`src/rtl/bias_l17_pkg.sv`:
```
// Shared widths and loader state encoding for the layer-17 bias bank loader.
package bias_l17_pkg;
    localparam int BIAS_W  = 18;
    localparam int N_BANKS = 4;

    typedef enum logic [1:0] {IDLE, LOAD, DONE} loader_state_t;
endpackage

```
`src/rtl/bias_word_packer_l17.sv`:
```
// Packs accepted bias words into lanes, lane 0 first; strobes last_word on the final lane.
// The packed vector already carries the current word in its lane so the bank commits on that edge.
module bias_word_packer_l17
    import bias_l17_pkg::*;
#(
    parameter int N_LANES = 16
) (
    input  logic                       clk,
    input  logic                       rst,
    input  logic                       clear,
    input  logic                       accept,
    input  logic [BIAS_W-1:0]          word,
    output logic [N_LANES*BIAS_W-1:0]  packed_vec,
    output logic                       last_word
);
    localparam int CW = (N_LANES > 1) ? $clog2(N_LANES) : 1;

    logic [CW-1:0]                word_cnt_q, word_cnt_d;
    logic [N_LANES*BIAS_W-1:0]    asm_q, asm_d;

    always_comb begin
        asm_d      = asm_q;
        word_cnt_d = word_cnt_q;
        last_word  = accept && (word_cnt_q == CW'(N_LANES - 1));
        packed_vec = asm_q;
        packed_vec[int'(word_cnt_q)*BIAS_W +: BIAS_W] = word;
        if (accept) begin
            asm_d      = packed_vec;
            word_cnt_d = last_word ? '0 : word_cnt_q + 1'b1;
        end
        if (clear) begin
            word_cnt_d = '0;
        end
    end

    always_ff @(posedge clk) begin
        if (rst) begin
            word_cnt_q <= '0;
            asm_q      <= '0;
        end else begin
            word_cnt_q <= word_cnt_d;
            asm_q      <= asm_d;
        end
    end
endmodule

```
`src/rtl/bias_bank_loader_l17.sv`:
```
// Loads four bias banks from a serial word stream for the layer-17 bias mux.
// Optional sticky drop flag `err` exists only when BIAS_LOADER_ERR_EN is defined.
module bias_bank_loader_l17
    import bias_l17_pkg::*;
#(
    parameter int N_adder_tree = 16
) (
    input  logic                            clk,
    input  logic                            rst,
    input  logic                            start,
    input  logic [BIAS_W-1:0]               bias_in,
    input  logic                            bias_valid,
    output logic                            bias_ready,
    output logic [N_adder_tree*BIAS_W-1:0]  BIAS_1,
    output logic [N_adder_tree*BIAS_W-1:0]  BIAS_2,
    output logic [N_adder_tree*BIAS_W-1:0]  BIAS_3,
    output logic [N_adder_tree*BIAS_W-1:0]  BIAS_4,
    output logic [N_BANKS-1:0]              bank_valid,
    output logic                            done
`ifdef BIAS_LOADER_ERR_EN
    ,
    output logic                            err
`endif
);
    localparam int BW = N_adder_tree * BIAS_W;

    loader_state_t       state_q, state_d;
    logic [1:0]          bank_cnt_q, bank_cnt_d;
    logic [BW-1:0]       bank_q [N_BANKS];
    logic [BW-1:0]       bank_d [N_BANKS];
    logic [N_BANKS-1:0]  bank_valid_q, bank_valid_d;
    logic                done_q, done_d;
    logic                accept, launch, last_word;
    logic [BW-1:0]       packed_vec;

    assign bias_ready = (state_q == LOAD);
    assign accept     = bias_valid && bias_ready;
    // A start seen during LOAD is ignored, so only IDLE/DONE can launch.
    assign launch     = start && (state_q != LOAD);

    bias_word_packer_l17 #(.N_LANES(N_adder_tree)) u_packer (
        .clk        (clk),
        .rst        (rst),
        .clear      (launch),
        .accept     (accept),
        .word       (bias_in),
        .packed_vec (packed_vec),
        .last_word  (last_word)
    );

    always_comb begin
        state_d      = state_q;
        bank_cnt_d   = bank_cnt_q;
        bank_d       = bank_q;
        bank_valid_d = bank_valid_q;
        case (state_q)
            LOAD: begin
                if (last_word) begin
                    bank_d[bank_cnt_q]       = packed_vec;
                    bank_valid_d[bank_cnt_q] = 1'b1;
                    bank_cnt_d               = bank_cnt_q + 2'd1;
                    if (bank_cnt_q == 2'(N_BANKS - 1)) begin
                        state_d = DONE;
                    end
                end
            end
            default: begin
                if (launch) begin
                    state_d      = LOAD;
                    bank_cnt_d   = '0;
                    bank_valid_d = '0;
                end
            end
        endcase
        done_d = (state_d == DONE);
    end

    always_ff @(posedge clk) begin
        if (rst) begin
            state_q      <= IDLE;
            bank_cnt_q   <= '0;
            bank_valid_q <= '0;
            done_q       <= 1'b0;
            for (int k = 0; k < N_BANKS; k++) bank_q[k] <= '0;
        end else begin
            state_q      <= state_d;
            bank_cnt_q   <= bank_cnt_d;
            bank_valid_q <= bank_valid_d;
            done_q       <= done_d;
            bank_q       <= bank_d;
        end
    end

    assign BIAS_1     = bank_q[0];
    assign BIAS_2     = bank_q[1];
    assign BIAS_3     = bank_q[2];
    assign BIAS_4     = bank_q[3];
    assign bank_valid = bank_valid_q;
    assign done       = done_q;

`ifdef BIAS_LOADER_ERR_EN
    logic err_q, err_d;

    always_comb begin
        err_d = err_q | (bias_valid && !bias_ready);
        if (launch) err_d = 1'b0;
    end

    always_ff @(posedge clk) begin
        if (rst) err_q <= 1'b0;
        else     err_q <= err_d;
    end

    assign err = err_q;
`endif
endmodule

```
`config.mk`:
```
export PLATFORM = sky130hd
export DESIGN_NAME = bias_bank_loader_l17
export DESIGN_NICKNAME = d
export VERILOG_FILES = /design/src/rtl/bias_l17_pkg.sv /design/src/rtl/bias_word_packer_l17.sv /design/src/rtl/bias_bank_loader_l17.sv
export SDC_FILE = /design/constraint.sdc
export NUM_CORES = 2
export LEC_CHECK = 0
export CAP_MARGIN = 20
export CORE_AREA = 2 2 456 458
export CTS_CLUSTER_SIZE = 20
export DETAILED_ROUTE_END_ITERATION = 10
export DIE_AREA = 0 0 458 460
export HOLD_SLACK_MARGIN = 0.05
export PLACE_DENSITY = 0.58
export SLEW_MARGIN = 5
export SYNTH_ARGS = -nofsm -noshare
export SYNTH_HDL_FRONTEND = slang
export SYNTH_SLANG_ARGS = --single-unit
```
`constraint.sdc`:
```
create_clock -name clk -period 5.63 [get_ports clk]
set_input_delay 0.8445 -clock clk [delete_from_list [all_inputs] [get_ports clk]]
set_output_delay 0.8445 -clock clk [all_outputs]
set_load 0.02 [all_outputs]
```
# Word-level counts from Yosys, hierarchy flattened
# Cells that the tools add are included.
totals:
  ff_bits: 1453
  input_bits: 22
  out_inout_bits: 1158
  elab_cells: 54
classes:
  addsub: 3
  mul: 1
  order_cmp: 4
  eq_ne: 6
  n_shift: 2
  muxes: 17
  bitwise_logic: 2
  n_reduce_logical: 9
ops:
  columns: ["operator", "n"]
  rows:
  - ["$bwmux W1152", 1]
  - ["$demux W288 S2", 1]
  - ["$bwmux W288", 1]
  - ["$mux W288", 1]
  - ["$shift A18 B33 Y288 const A", 1]
  - ["$shiftx A18 B33 Y288", 1]
  - ["$neg A32 Y33", 1]
  - ["$mux W4", 4]
  - ["$mux W2", 7]
  - ["$mul A4 B4 Y8 const B", 1]
  - ["$logic_and A1 B1 Y1", 5]
  - ["$add A4 B1 Y4 const B", 1]
  - ["$eq A2 B2 Y1 const B", 2]
  - ["$eq A4 B4 Y1 const B", 1]
  - ["$ne A2 B1 Y1 const B", 2]
  - ["$or A4 B4 Y4", 1]
  - ["$reduce_and A2 Y1", 2]
  - ["$ge A3 B3 Y1 const B", 1]
  - ["$lt A2 B3 Y1 const B", 1]
  - ["$lt A3 B1 Y1 const B", 1]
  - ["$not A2 Y3", 1]
  - ["$add A2 B1 Y2 const B", 1]
  - ["$demux W1 S2", 1]
  - ["$eq A2 B1 Y1 const B", 1]
  - ["4 further kinds", 4]

# Logic depth before layout (Yosys ltp)
depth:
  ltp_word: 7
  ltp_mapped: 19
  depth_no_buf: 14

# Hierarchy
# A second synthesis with hierarchy kept.
unflattened:
  cells_unflattened: 7392
  hier_area_um2: 59233.1
modules_own_cells:
  columns: ["module", "instances", "cells_each", "area_each_um2", "seq_area_each_um2"]
  rows:
  - ["bias_bank_loader_l17", 1, 5044, 40047.2, 23242.3]
  - ["bias_word_packer_l17", 1, 2348, 19185.9, 5845.6]

# Worst setup path before layout
# Ideal clock, no wire load.
synth_timing:
  kind: "register to register"
  from: "reg u_packer.word_cnt_q[0]"
  to: "reg bank_q, in the netlist BIAS_1[144]"
  setup_ns: 0.132
  arrival_ns: 4.123
  required_ns: 5.498
  setup_slack_ns: 1.375
  path_stages_with_launch: 18
  n_path_buf: 3
  period_less_slack_ns: 4.255
  cell_sequence: "dfxtp_1 ha_1 ha_1 ha_1 xnor2_1 nand3_1 inv_2 buf_2 buf_1 ha_1 inv_1 clkbuf_1 a211oi_1 o21ai_0 o22ai_1 mux2_2 nand2_1 a21oi_1"
synth_between:
  elab_chain_len: 5
  word_cells_on_any_way: 9
  cone_classes: "add/sub: 1; mul: 1; eq/ne: 1; shift: 2; mux: 2; reduce/logical: 2"
synth_rtl:
  columns: ["item", "line", "rtl"]
  rows:
  - ["start, declared", "bias_word_packer_l17.sv:18", "logic [CW-1:0] word_cnt_q, word_cnt_d;"]
  - ["start signal, assigned", "bias_word_packer_l17.sv:41", "word_cnt_q <= word_cnt_d;"]
  - ["$mul A4 B4 Y8", "bias_word_packer_l17.sv:26", "packed_vec[int'(word_cnt_q)*BIAS_W +: BIAS_W] = word;"]
  - ["$neg A32 Y33", "bias_word_packer_l17.sv:26", null]
  - ["$shiftx A18 B33 Y288 or $shift A18 B33 Y288 (tied branches)", "bias_word_packer_l17.sv:26", null]
  - ["$bwmux W288", "bias_word_packer_l17.sv:26", null]
  - ["$bwmux W1152", "bias_bank_loader_l17.sv:59", "bank_d[bank_cnt_q] = packed_vec;"]
  - ["end signal, assigned", "bias_bank_loader_l17.sv:90", "bank_q <= bank_d;"]
  - ["end, declared", "bias_bank_loader_l17.sv:29", "logic [BW-1:0] bank_q [N_BANKS];"]
# Parallel ways exist; a longest one is shown, timed or not.
# A chain may end at the register's enable or synchronous reset.

# Worst setup path after layout
layout_timing:
  from: "reg u_packer.word_cnt_q[3]"
  to: "reg bank_q, in the netlist BIAS_1[280]"
# Same word-level chain as after synthesis.

==> impl_metrics.tcl <==
set metrics [dict create \
    cts_setup_buffers 0 \
    hold_path.class "in2reg" \
    post-route-period-util 0.864 \
    outcome "finished, final reports clean" \
    tns_ns 0 \
    instances_no_fill 11100 \
    drc 0 \
    routed_via_density 5.50 \
    final_util 0.393 \
    worst-path-max-fanout 15 \
    path_common_cell "ha_1" \
    cts_tree "done" \
    grt_use_total 0.297 \
    holdWs_ns 0.446 \
    avgSynthCellArea_um2 8.21 \
    place_inst 10800 \
    wl_per_cell_um 29.6 \
    setup_ws_ns 0.764 \
    cts_sinks 1453 \
    netlist_area_um2 59000 \
    synth_nets 7228 \
    netlist-cell-type-count 87 \
    ys.flop_type "dfxtp_1" \
    seqCellArea_um2 29100 \
    critical_path_class "reg2reg" \
    synthArstFlopShare 0 \
    final_area_um2 80900 \
    critPathCaptureType "register" \
    post_cts_resize_count 0 \
    fmax_ghz 0.206 \
    grt_pass1_vias 57000 \
    cts.clk_slew.worst_paths_ns 0.06 \
    multiInputGateArea_um2 27800 \
    place_ws_ns 0.862 \
    htreeDepth 4 \
    overflow 0 \
    synth-seq-cells 1453 \
    area_growth_syn_to_layout_pct 37.0 \
    numCtsBuffers 165 \
    grt_max_degree 266 \
    clockRootBuffer "clkbuf_16" \
    synth-edff-count 0 \
    clock_latency_ns 0.87 \
    wl_mm 329 \
    slowest_stage "ha_1" \
    layout_commonest_cell "dfxtp_1" \
    detailed_place_hpwl_mm 240 \
    path_cells "ha_1, ha_1, nor2_1, nand3_1, inv_2, ha_1, inv_1, o21a_1, buf_4, nand2_1, nor2_1, mux2i_1, a211oi_1" \
    rows 167 \
    fin_total_pwr_mw 22.6 \
    worstPathArrival_ns 5.54 \
    io_pins 1180 \
    portBuffers 1179 \
    drive_above_1_share 0.0996 \
    start_kind "register" \
    period_needed_ns 4.87 \
    skew_ns 0.0538 \
    slew_headroom 0.109 \
    place_area_um2 75200 \
    ys_warn_count 0 \
    leakage_nw 28.0 \
    rsz0062_at_grt "false" \
    die-area_um2 211000 \
    finalHoldViolCount 0 \
    drt_iter0_drc 6062 \
    core_area_um2 206000 \
    ir_drop_v 0.000296 \
    antenna_found_initial 26 \
    start_util 0.287 \
    tightest_slew_ns 1.34 \
    firstDrtPassIters 8 \
    synth_cells 7196 \
    clock_path_buffers 3 \
    maxCapViolCount 0 \
    ant_nets 0 \
    cts_hold_buf 0 \
    mostFrequentLayoutCells "dfxtp_1 (1,452), nand2_1 (1,285), clkdlybuf4s50_1 (1,178), a21oi_1 (811), o21ai_0 (532)" \
    powerDensity_nw_per_um2 280 \
    ys_seq_area_frac 0.493 \
    fp.dieH_um 460 \
    maxSlewViolCount 0 \
    finalSetupViolCount 0 \
    nNetsFinal 8303 \
    routed-via-count 61200 \
    nFillCells 20700 \
    die_width_um 458 \
    place_congestion 0.984 \
    required_ns 6.30 \
    grt_first_pass_wirelength_mm 452 \
    critPathMaxStageDelay_ns 0.79 \
]
==> routing by layer <==
| metal | GRT usage | wire, um | up-vias |
|---|---|---|---|
| li1 | - | - | 27600 |
| met1 | 0.371 | 133000 | 29900 |
| met2 | 0.482 | 151000 | 3126 |
| met3 | 0.0771 | 28500 | 564 |
| met4 | 0.131 | 15700 | 8 |
| met5 | 0 | 50 | - |
==> synthesized netlist by cell type (all sizes together) (4+ instances only) <==
master,number,area share
a211oi,65,0.0086
a21boi,49,0.0063
a21o,27,0.0034
a21oi,823,0.070
a22o,10,0.0015
a22oi,24,0.0031
a2bb2oi,7,0.0010
a311oi,20,0.0030
a31o,20,0.0030
a31oi,276,0.029
a32o,5,0.00085
a32oi,11,0.0016
and2,52,0.0055
and3,58,0.0061
buf,125,0.010
clkbuf,527,0.034
dfxtp,1453,0.49
ha,10,0.0021
inv,18,0.0011
mux2,52,0.0099
mux2i,231,0.039
mux4,13,0.0050
nand2,1295,0.082
nand2b,8,0.00085
nand3,480,0.041
nand4,15,0.0016
nor2,443,0.028
nor2b,26,0.0028
nor3,150,0.013
nor4,12,0.0018
o211ai,34,0.0044
o21ai,545,0.046
o221ai,5,0.00074
o22ai,66,0.0071
o311ai,9,0.0013
o31ai,135,0.017
o32a,5,0.00085
o32ai,11,0.0018
or2,8,0.00085
or3,17,0.0018
or4,4,0.00057
xnor2,4,0.00072
xor2,4,0.00059
==> path summary, 6_finish.rpt <==
| path | from | to | slack (ns) | cells after the start |
|---|---|---|---|---|
| setup / recovery | u_packer.word_cnt_q[3]$_SDFFE_PP0P_ | BIAS_1[280]$_SDFFE_PP0P_ | 0.76 | 13 |
| hold reg to reg | BIAS_1[119]$_SDFFE_PP0P_ | BIAS_1[119]$_SDFFE_PP0P_ | 0.45 | 2 |
| hold / removal | rst | BIAS_1[1]$_SDFFE_PP0P_ | 0.45 | 2 |
| setup reg to reg | u_packer.word_cnt_q[3]$_SDFFE_PP0P_ | BIAS_1[280]$_SDFFE_PP0P_ | 0.76 | 13 |
==> where the power goes <==
part / switching (mW) / internal [mW] / total, mW
Clock: 4.76 / 6.49 / 11.2
Combinational: 0.819 / 0.255 / 1.07
Sequential: 0.00536 / 10.3 / 10.3
==> worst max-delay path, delay by kind of cell (launching register included) <==
kind                       cells  cell delay (ns)
AOI/OAI and AO/OA              2             0.77
DFF                            1             0.39
muxes                          1             0.73
and+or+nand+nor                4             1.00
adders and majority gates      3             1.33
buffers and inverters          3             0.46
==> final cells by class <==
type | instances | area share
Clock buffer | 232 | 0.0589
Tap cell | 2704 | 0.0418
Timing Repair Buffer | 1560 | 0.185
Sequential cell | 1453 | 0.360
Clock inverter | 67 | 0.0103
Multi-Input combinational cell | 5073 | 0.343
Antenna cell | 12 | 0.000371
Inverter | 18 | 0.000928
==> flip-flops by register name, indices dropped and copies added, names as in the netlist <==
name and cells:
BIAS_1 288, BIAS_2 288, BIAS_3 288, BIAS_4 288, u_packer.asm_q 288, bank_valid 4
u_packer.word_cnt_q 4, bank_cnt_q 2, state_q 2, done 1
==> cell families after synthesis <==
family,Yosys count,share of synthesized area
flip-flops,1453,0.493
buffers and inverters,670,0.0451
multiplexers,296,0.0540
adder cells (fa/ha/maj),10,0.00212
AND/OR/NAND/NOR,2582,0.189
XOR/XNOR,8,0.00131
AO/OA/AOI/OAI,2177,0.216
No activity file was read; power rests on OpenSTA's default activity.
